--- config.mk ---
export PLATFORM = sky130hd
export DESIGN_NAME = object_bbox
export DESIGN_NICKNAME = d
export VERILOG_FILES = /design/src/rtl/object_bbox.sv
export SDC_FILE = /design/constraint.sdc
export NUM_CORES = 1
export LEC_CHECK = 0
export CELL_PAD_IN_SITES_DETAIL_PLACEMENT = 1
export CELL_PAD_IN_SITES_GLOBAL_PLACEMENT = 2
export CORE_MARGIN = 1.5
export CORE_UTILIZATION = 25
export CTS_CLUSTER_DIAMETER = 150
export CTS_CLUSTER_SIZE = 10
export DETAILED_ROUTE_END_ITERATION = 7
export HOLD_SLACK_MARGIN = 0.06
export PLACE_DENSITY_LB_ADDON = 0.1
export SLEW_MARGIN = 10
export SYNTH_ARGS = -nofsm -noshare
export SYNTH_HDL_FRONTEND = slang
export SYNTH_SLANG_ARGS = --single-unit
--- constraint.sdc ---
create_clock -name clk -period 4.65 [get_ports clk]
set_input_delay 0.93 -clock clk [delete_from_list [all_inputs] [get_ports clk]]
set_output_delay 0.93 -clock clk [all_outputs]
set_load 0.02 [all_outputs]
--- src/rtl/object_bbox.sv ---
// object_bbox
//
// Purpose:
//   Takes the binary motion mask from the delta-frame stage, one pixel per
//   clock in raster order, and measures the moving object once per frame.
//   Isolated foreground specks are rejected by a horizontal run-length
//   qualifier. The block accumulates the bounding box, the qualified-pixel
//   count and the box centre. It publishes the result with a single-cycle
//   bbox_valid pulse two cycles after frame_end.
//
// Ports:
//   clk          clock
//   aresetn      asynchronous active-low reset
//   is_not_blank 1 = active-video pixel this cycle
//   x_pos        column of the current pixel
//   y_pos        row of the current pixel
//   pixel_in     mask pixel, nonzero = foreground
//   frame_end    single-cycle pulse in vertical blanking after the last pixel
//   bbox_valid   single-cycle pulse when the result outputs update
//   obj_found    qualified count of the last frame >= MIN_PIXELS
//   x_min/x_max/y_min/y_max  bounding box (0 when no object was found)
//   x_center/y_center        (min+max)>>1 (0 when no object was found)
//   fg_count     qualified-pixel count of the last frame (always reported)

module object_bbox #(
  parameter int INPUT_WIDTH = 10,
  parameter int DISP_WIDTH  = 11,
  parameter int RUN_LENGTH  = 4,
  parameter int MIN_PIXELS  = 64,
  parameter int COUNT_WIDTH = 20
) (
  input  logic                   clk,
  input  logic                   aresetn,
  input  logic                   is_not_blank,
  input  logic [DISP_WIDTH-1:0]  x_pos,
  input  logic [DISP_WIDTH-1:0]  y_pos,
  input  logic [INPUT_WIDTH-1:0] pixel_in,
  input  logic                   frame_end,
  output logic                   bbox_valid,
  output logic                   obj_found,
  output logic [DISP_WIDTH-1:0]  x_min,
  output logic [DISP_WIDTH-1:0]  x_max,
  output logic [DISP_WIDTH-1:0]  y_min,
  output logic [DISP_WIDTH-1:0]  y_max,
  output logic [DISP_WIDTH-1:0]  x_center,
  output logic [DISP_WIDTH-1:0]  y_center,
  output logic [COUNT_WIDTH-1:0] fg_count
);

  localparam logic [3:0]             RUN_MAX  = 4'(RUN_LENGTH);
  localparam logic [3:0]             RUN_QUAL = 4'(RUN_LENGTH - 1);
  localparam logic [DISP_WIDTH-1:0]  LEAD     = DISP_WIDTH'(RUN_LENGTH - 1);
  localparam logic [COUNT_WIDTH-1:0] MIN_CNT  = COUNT_WIDTH'(MIN_PIXELS);

  typedef enum logic [1:0] {
    S_IDLE,
    S_ACCUM,
    S_LATCH,
    S_OUTPUT
  } state_t;

  state_t state, next_state;

  logic                   fg;
  logic                   qual;
  logic [3:0]             run_cnt;
  logic [DISP_WIDTH-1:0]  left_x;

  logic                   acc_clear;
  logic                   acc_en;
  logic                   snap_load;
  logic                   out_load;

  logic [DISP_WIDTH-1:0]  acc_xmin, acc_xmax, acc_ymin, acc_ymax;
  logic [COUNT_WIDTH-1:0] acc_cnt;
  logic [DISP_WIDTH-1:0]  snap_xmin, snap_xmax, snap_ymin, snap_ymax;
  logic [COUNT_WIDTH-1:0] snap_cnt;

  logic [DISP_WIDTH:0]    x_sum, y_sum;
  logic                   snap_found;

  assign fg   = is_not_blank && (pixel_in != '0);
  // The run counter value is taken before this pixel's increment, so the
  // RUN_LENGTH-th consecutive foreground pixel is the first to qualify.
  assign qual = fg && (run_cnt >= RUN_QUAL);
  // A qualifying pixel implies RUN_LENGTH-1 foreground pixels to its left,
  // so the left edge of the box is pulled back to the start of the run.
  assign left_x = x_pos - LEAD;

  // Horizontal run counter: saturates at RUN_LENGTH, and any background or
  // blanking pixel clears it, so a run can never continue onto the next line.
  always_ff @(posedge clk or negedge aresetn) begin
    if (!aresetn) begin
      run_cnt <= '0;
    end else if (fg) begin
      if (run_cnt < RUN_MAX) run_cnt <= run_cnt + 4'd1;
    end else begin
      run_cnt <= '0;
    end
  end

  always_ff @(posedge clk or negedge aresetn) begin
    if (!aresetn) state <= S_IDLE;
    else          state <= next_state;
  end

  // Frame sequencing. IDLE throws away the partial frame seen after reset.
  // On frame_end in ACCUM the totals are snapshotted and the accumulators
  // restart in the same cycle, so the next frame is collected while LATCH
  // and OUTPUT publish the previous one. A qualified pixel that arrives
  // together with frame_end is dropped from both frames. frame_end seen in
  // LATCH/OUTPUT is ignored.
  always_comb begin
    next_state = state;
    acc_clear  = 1'b0;
    acc_en     = 1'b0;
    snap_load  = 1'b0;
    out_load   = 1'b0;
    case (state)
      S_IDLE: begin
        if (frame_end) begin
          acc_clear  = 1'b1;
          next_state = S_ACCUM;
        end
      end
      S_ACCUM: begin
        if (frame_end) begin
          snap_load  = 1'b1;
          acc_clear  = 1'b1;
          next_state = S_LATCH;
        end else begin
          acc_en = qual;
        end
      end
      S_LATCH: begin
        acc_en     = qual;
        out_load   = 1'b1;
        next_state = S_OUTPUT;
      end
      S_OUTPUT: begin
        acc_en     = qual;
        next_state = S_ACCUM;
      end
      default: next_state = S_IDLE;
    endcase
  end

  // Running extremes and count for the frame in progress. The clear values
  // (min = all ones, max = 0) let the first qualified pixel set every bound.
  always_ff @(posedge clk or negedge aresetn) begin
    if (!aresetn) begin
      acc_xmin <= '1;
      acc_xmax <= '0;
      acc_ymin <= '1;
      acc_ymax <= '0;
      acc_cnt  <= '0;
    end else if (acc_clear) begin
      acc_xmin <= '1;
      acc_xmax <= '0;
      acc_ymin <= '1;
      acc_ymax <= '0;
      acc_cnt  <= '0;
    end else if (acc_en) begin
      if (left_x < acc_xmin) acc_xmin <= left_x;
      if (x_pos > acc_xmax)  acc_xmax <= x_pos;
      if (y_pos < acc_ymin)  acc_ymin <= y_pos;
      if (y_pos > acc_ymax)  acc_ymax <= y_pos;
      if (acc_cnt != '1)     acc_cnt  <= acc_cnt + 1'b1;
    end
  end

  // Shadow copy of the finished frame. The accumulators are already busy
  // with the next frame while this copy is published.
  always_ff @(posedge clk or negedge aresetn) begin
    if (!aresetn) begin
      snap_xmin <= '0;
      snap_xmax <= '0;
      snap_ymin <= '0;
      snap_ymax <= '0;
      snap_cnt  <= '0;
    end else if (snap_load) begin
      snap_xmin <= acc_xmin;
      snap_xmax <= acc_xmax;
      snap_ymin <= acc_ymin;
      snap_ymax <= acc_ymax;
      snap_cnt  <= acc_cnt;
    end
  end

  // Centres use one extra bit so min+max cannot overflow before the halving.
  assign x_sum      = {1'b0, snap_xmin} + {1'b0, snap_xmax};
  assign y_sum      = {1'b0, snap_ymin} + {1'b0, snap_ymax};
  assign snap_found = (snap_cnt >= MIN_CNT);

  // The result registers load at the end of LATCH. bbox_valid is therefore
  // high during OUTPUT, two cycles after frame_end, together with the new
  // values. Coordinates are forced to 0 when no object qualified, but the
  // true count is always reported.
  always_ff @(posedge clk or negedge aresetn) begin
    if (!aresetn) begin
      bbox_valid <= 1'b0;
      obj_found  <= 1'b0;
      x_min      <= '0;
      x_max      <= '0;
      y_min      <= '0;
      y_max      <= '0;
      x_center   <= '0;
      y_center   <= '0;
      fg_count   <= '0;
    end else begin
      bbox_valid <= out_load;
      if (out_load) begin
        obj_found <= snap_found;
        fg_count  <= snap_cnt;
        if (snap_found) begin
          x_min    <= snap_xmin;
          x_max    <= snap_xmax;
          y_min    <= snap_ymin;
          y_max    <= snap_ymax;
          x_center <= DISP_WIDTH'(x_sum >> 1);
          y_center <= DISP_WIDTH'(y_sum >> 1);
        end else begin
          x_min    <= '0;
          x_max    <= '0;
          y_min    <= '0;
          y_max    <= '0;
          x_center <= '0;
          y_center <= '0;
        end
      end
    end
  end

endmodule

==> qor.yml <==
pwr:
  p_per_area_mw_per_mm2: 465
  power_switching_mw: 2.18
  pwr-share-clk_pct: 30.6
  vdd_drop_max_uv: 256
  combPwrFrac_pct: 28.7
  leakage_nw: 6.09
  switching_share_pct: 35.5
  seqPwrFrac_pct: 40.7
  intPower_mw: 3.96
floorplan:
  die_area_mm2: 0.0436
  rows: 75
  core_mm2: 0.0419
  start_util_pct: 25.3
  chipHeight_um: 209
  ios: 124
  die_x_um: 209
yosys:
  syn_inst: 955
  synthAdderAreaFrac_pct: 8.65
  yosys-top-cells-count: "200 x dfrtp_1, 81 x a22o_1, 73 x nand2_1"
  synth_top_area_share_pct: 47.3
  synth-simple-area-share_pct: 10.1
  yosysUniqueCellTypes: 56
  ys_warn_count: 0
  muxShareOfSynthArea_pct: 4.86
  yosysTopAreaCell: "dfrtp_1"
  netlist_area_mm2: 0.0106
  async_reset_ff_share_pct: 100
  synth_edf_count: 0
  synth_compound_area_share_pct: 17.0
  synthXorXnorAreaFrac_pct: 2.98
  syn_nets: 1063
  synth_top_family_by_area: "compound AO/OA/AOI/OAI gates"
  synth-seq-cells: 222
  seq_area_frac_synth_pct: 52.7
  avgSynthCellArea_um2: 11.1
  synth_ff_type: "dfrtp_1"
  synth.most_common_cell: "dfrtp_1"
  synth_area_leaders: "dfrtp_1 47%, ha_1 8.3%, a22o_1 6.7%"
hold_path:
  hold_path.class: "input pin to async pin"
placement:
  hpwl_mm: 21.4
  place_worst_setup_slack_ns: 0.616
  dpl_cell_area_mm2: 0.0125
  placedCellCount: 1588
  place_congestion: 0.709
  numPortBuffers: 123
detailed_routing:
  first_iter_violations: 299
  drc: 0
  vias: 7691
  viasPerCell: 4.70
  wl_mm: 30.1
  drt-pass1-iter-count: 4
  wl_per_cell_um: 18.4
  ant_nets: 0
run:
  cap_violations: 0
critical_path:
  crit_type: "input pin to flop"
  slowest_stage: "clkdlybuf4s50_1"
  path_cells: "clkdlybuf4s50_1 -> a2111oi_0 -> buf_4 -> nand2b_1 -> nor4_1 -> xor2_1 -> ha_1 -> a21oi_1 -> o2111ai_1 -> a21oi_1 -> buf_4 -> nor3_1 -> a31oi_1"
  cp-end-kind: "flop"
  cp-start-kind: "input pin"
  cp_num_buf_inv: 3
  crit_path_max_incr_delay_ns: 0.55
  cp.required_ns: 5.13
  cp_top_family: "compound AO/OA/AOI/OAI gates"
  arrival_ns: 3.90
  crit_fanout: 12
sta:
  clock-skew-final_ns: 0.0160
  final-setup-viol-count: 0
  max_freq_mhz: 292
  fin_setup_tns_ns: 0
  slew_headroom_pct: 29.1
  period_share_pct: 73.7
  hold_violations: 0
  layout_setup_ws_ns: 1.22
  worst_slew_pin_slew_ns: 1.05
  finalCriticalPeriod_ns: 3.43
  rsz0062_at_grt: "false"
  final_max_slew_viol_count: 0
clock_tree:
  htreeDepth: 1
  cts_num_sinks: 222
  clockRootBuffer: "clkbuf_16"
  cts_tree: "done"
  ctsResizeCount: 0
  post_cts_buffers: 0
  cts.clk_slew.worst_paths_ns: 0.06
  clk_path_buf_depth: 3
  postCtsHoldBufs: 0
  worstSkewPairLatency_ns: 0.55
  cts_inserted_buffers: 26
cells_and_area:
  fill_cells: 4633
  area_delta_synth_final_pct: 24.7
  multiInputGateArea_mm2: 0.00463
  final_cells: 1635
  top_regs: "acc_cnt (20), fg_count (20), snap_cnt (20)"
  regArea_mm2: 0.00558
  postLayoutCellArea_mm2: 0.0132
  drive_gt1_share_pct: 10.9
  final_nets: 1185
  antenna-diode-count: 0
grt:
  grt_start_max_net_pins: 111
  grt_util_all_layers_pct: 14.2
  grt_pass1_vias: 8168
  grt_pass1_wl_mm: 48.9
  antenna_found_initial: 0
  grt-ovfl-total: 0
run_status:
  outcome: "finished, final reports clean"
-- layer usage --
metal / vias up / wire (um) / track usage (%)
met2: 107 / 13100 / 21.4
met1: 3813 / 15500 / 21.1
met4: 0 / 626 / 3.35
li1: 3732 / - / -
met3: 39 / 919 / 2.03
met5: - / 0 / 0
-- per-stage QoR --
step                power (mW)  hold WS, ns  util (%)
floorplan                 3.65        0.467         -
global placement          4.33        0.467      29.8
detailed placement        4.35        0.476      29.8
CTS                       6.29        0.355      31.5
global route              6.61        0.373      31.5
finish                    6.14        0.341      31.5
-- power by group through the flow --
| stage | Clock (mW) | Combinational [mW] | Sequential, mW |
|---|---|---|---|
| finish | 1.88 | 1.77 | 2.50 |
| global route | 2.04 | 2.02 | 2.55 |
| CTS | 1.97 | 1.81 | 2.51 |
| detailed placement | 0 | 1.81 | 2.54 |
| global placement | 0 | 1.80 | 2.54 |
| floorplan | 0 | 1.19 | 2.47 |
-- final cells by class --
type	instances	area share [%]
clock buffer	45	5.47
clock inverter	2	0.190
inverter	55	1.56
multi-input combinational	634	35.1
sequential	222	42.3
tap	539	5.11
timing repair buffer	138	10.3
-- worst paths after layout --
| kind | from | endpoint | slack, ns | cells past startpoint |
|---|---|---|---|---|
| worst max-delay path | x_pos[0] | acc_xmin[0] | 1.22 | 13 |
| worst min-delay path | aresetn | y_center[4] | 0.34 | 1 |
| worst max register to register | state[1] | acc_ymin[3] | 1.93 | 10 |
| worst min register to register | obj_found | obj_found | 0.48 | 1 |
| max in group asynchronous | aresetn | acc_cnt[1] | 3.23 | 2 |
| min in group clk | obj_found | obj_found | 0.48 | 1 |
-- cells by family (layout without fill, tap and decap cells) --
| group | after synthesis | after routing |
|---|---|---|
| xor gates and xnor gates | 36 | 36 |
| adders and majority gates | 72 | 72 |
| DFF | 222 | 222 |
| AOI/OAI and AO/OA | 254 | 254 |
| buffers and inverters | 99 | 240 |
| and+or+nand+nor | 226 | 226 |
| muxes | 46 | 46 |
-- placed cells by master, fill, tap and decap left out, types with 8 or more instances in the layout --
cell	synthesis	routed
nor3_1	30	30
nor4_1	12	12
clkbuf_1	33	19
nand3_1	11	11
buf_4	0	14
clkbuf_16	0	26
dfrtp_1	200	200
xnor2_1	20	20
a21o_1	19	19
a21oi_1	37	37
xor2_1	16	16
mux2_2	43	43
inv_1	55	54
a31oi_1	17	17
a22o_1	81	81
dfstp_2	22	22
o21ai_0	57	56
nand2_1	73	72
nand4_1	19	19
nor2_1	52	52
clkdlybuf4s50_1	0	122
ha_1	70	70
a211oi_1	8	8
Power figures use the tool's default switching activity.
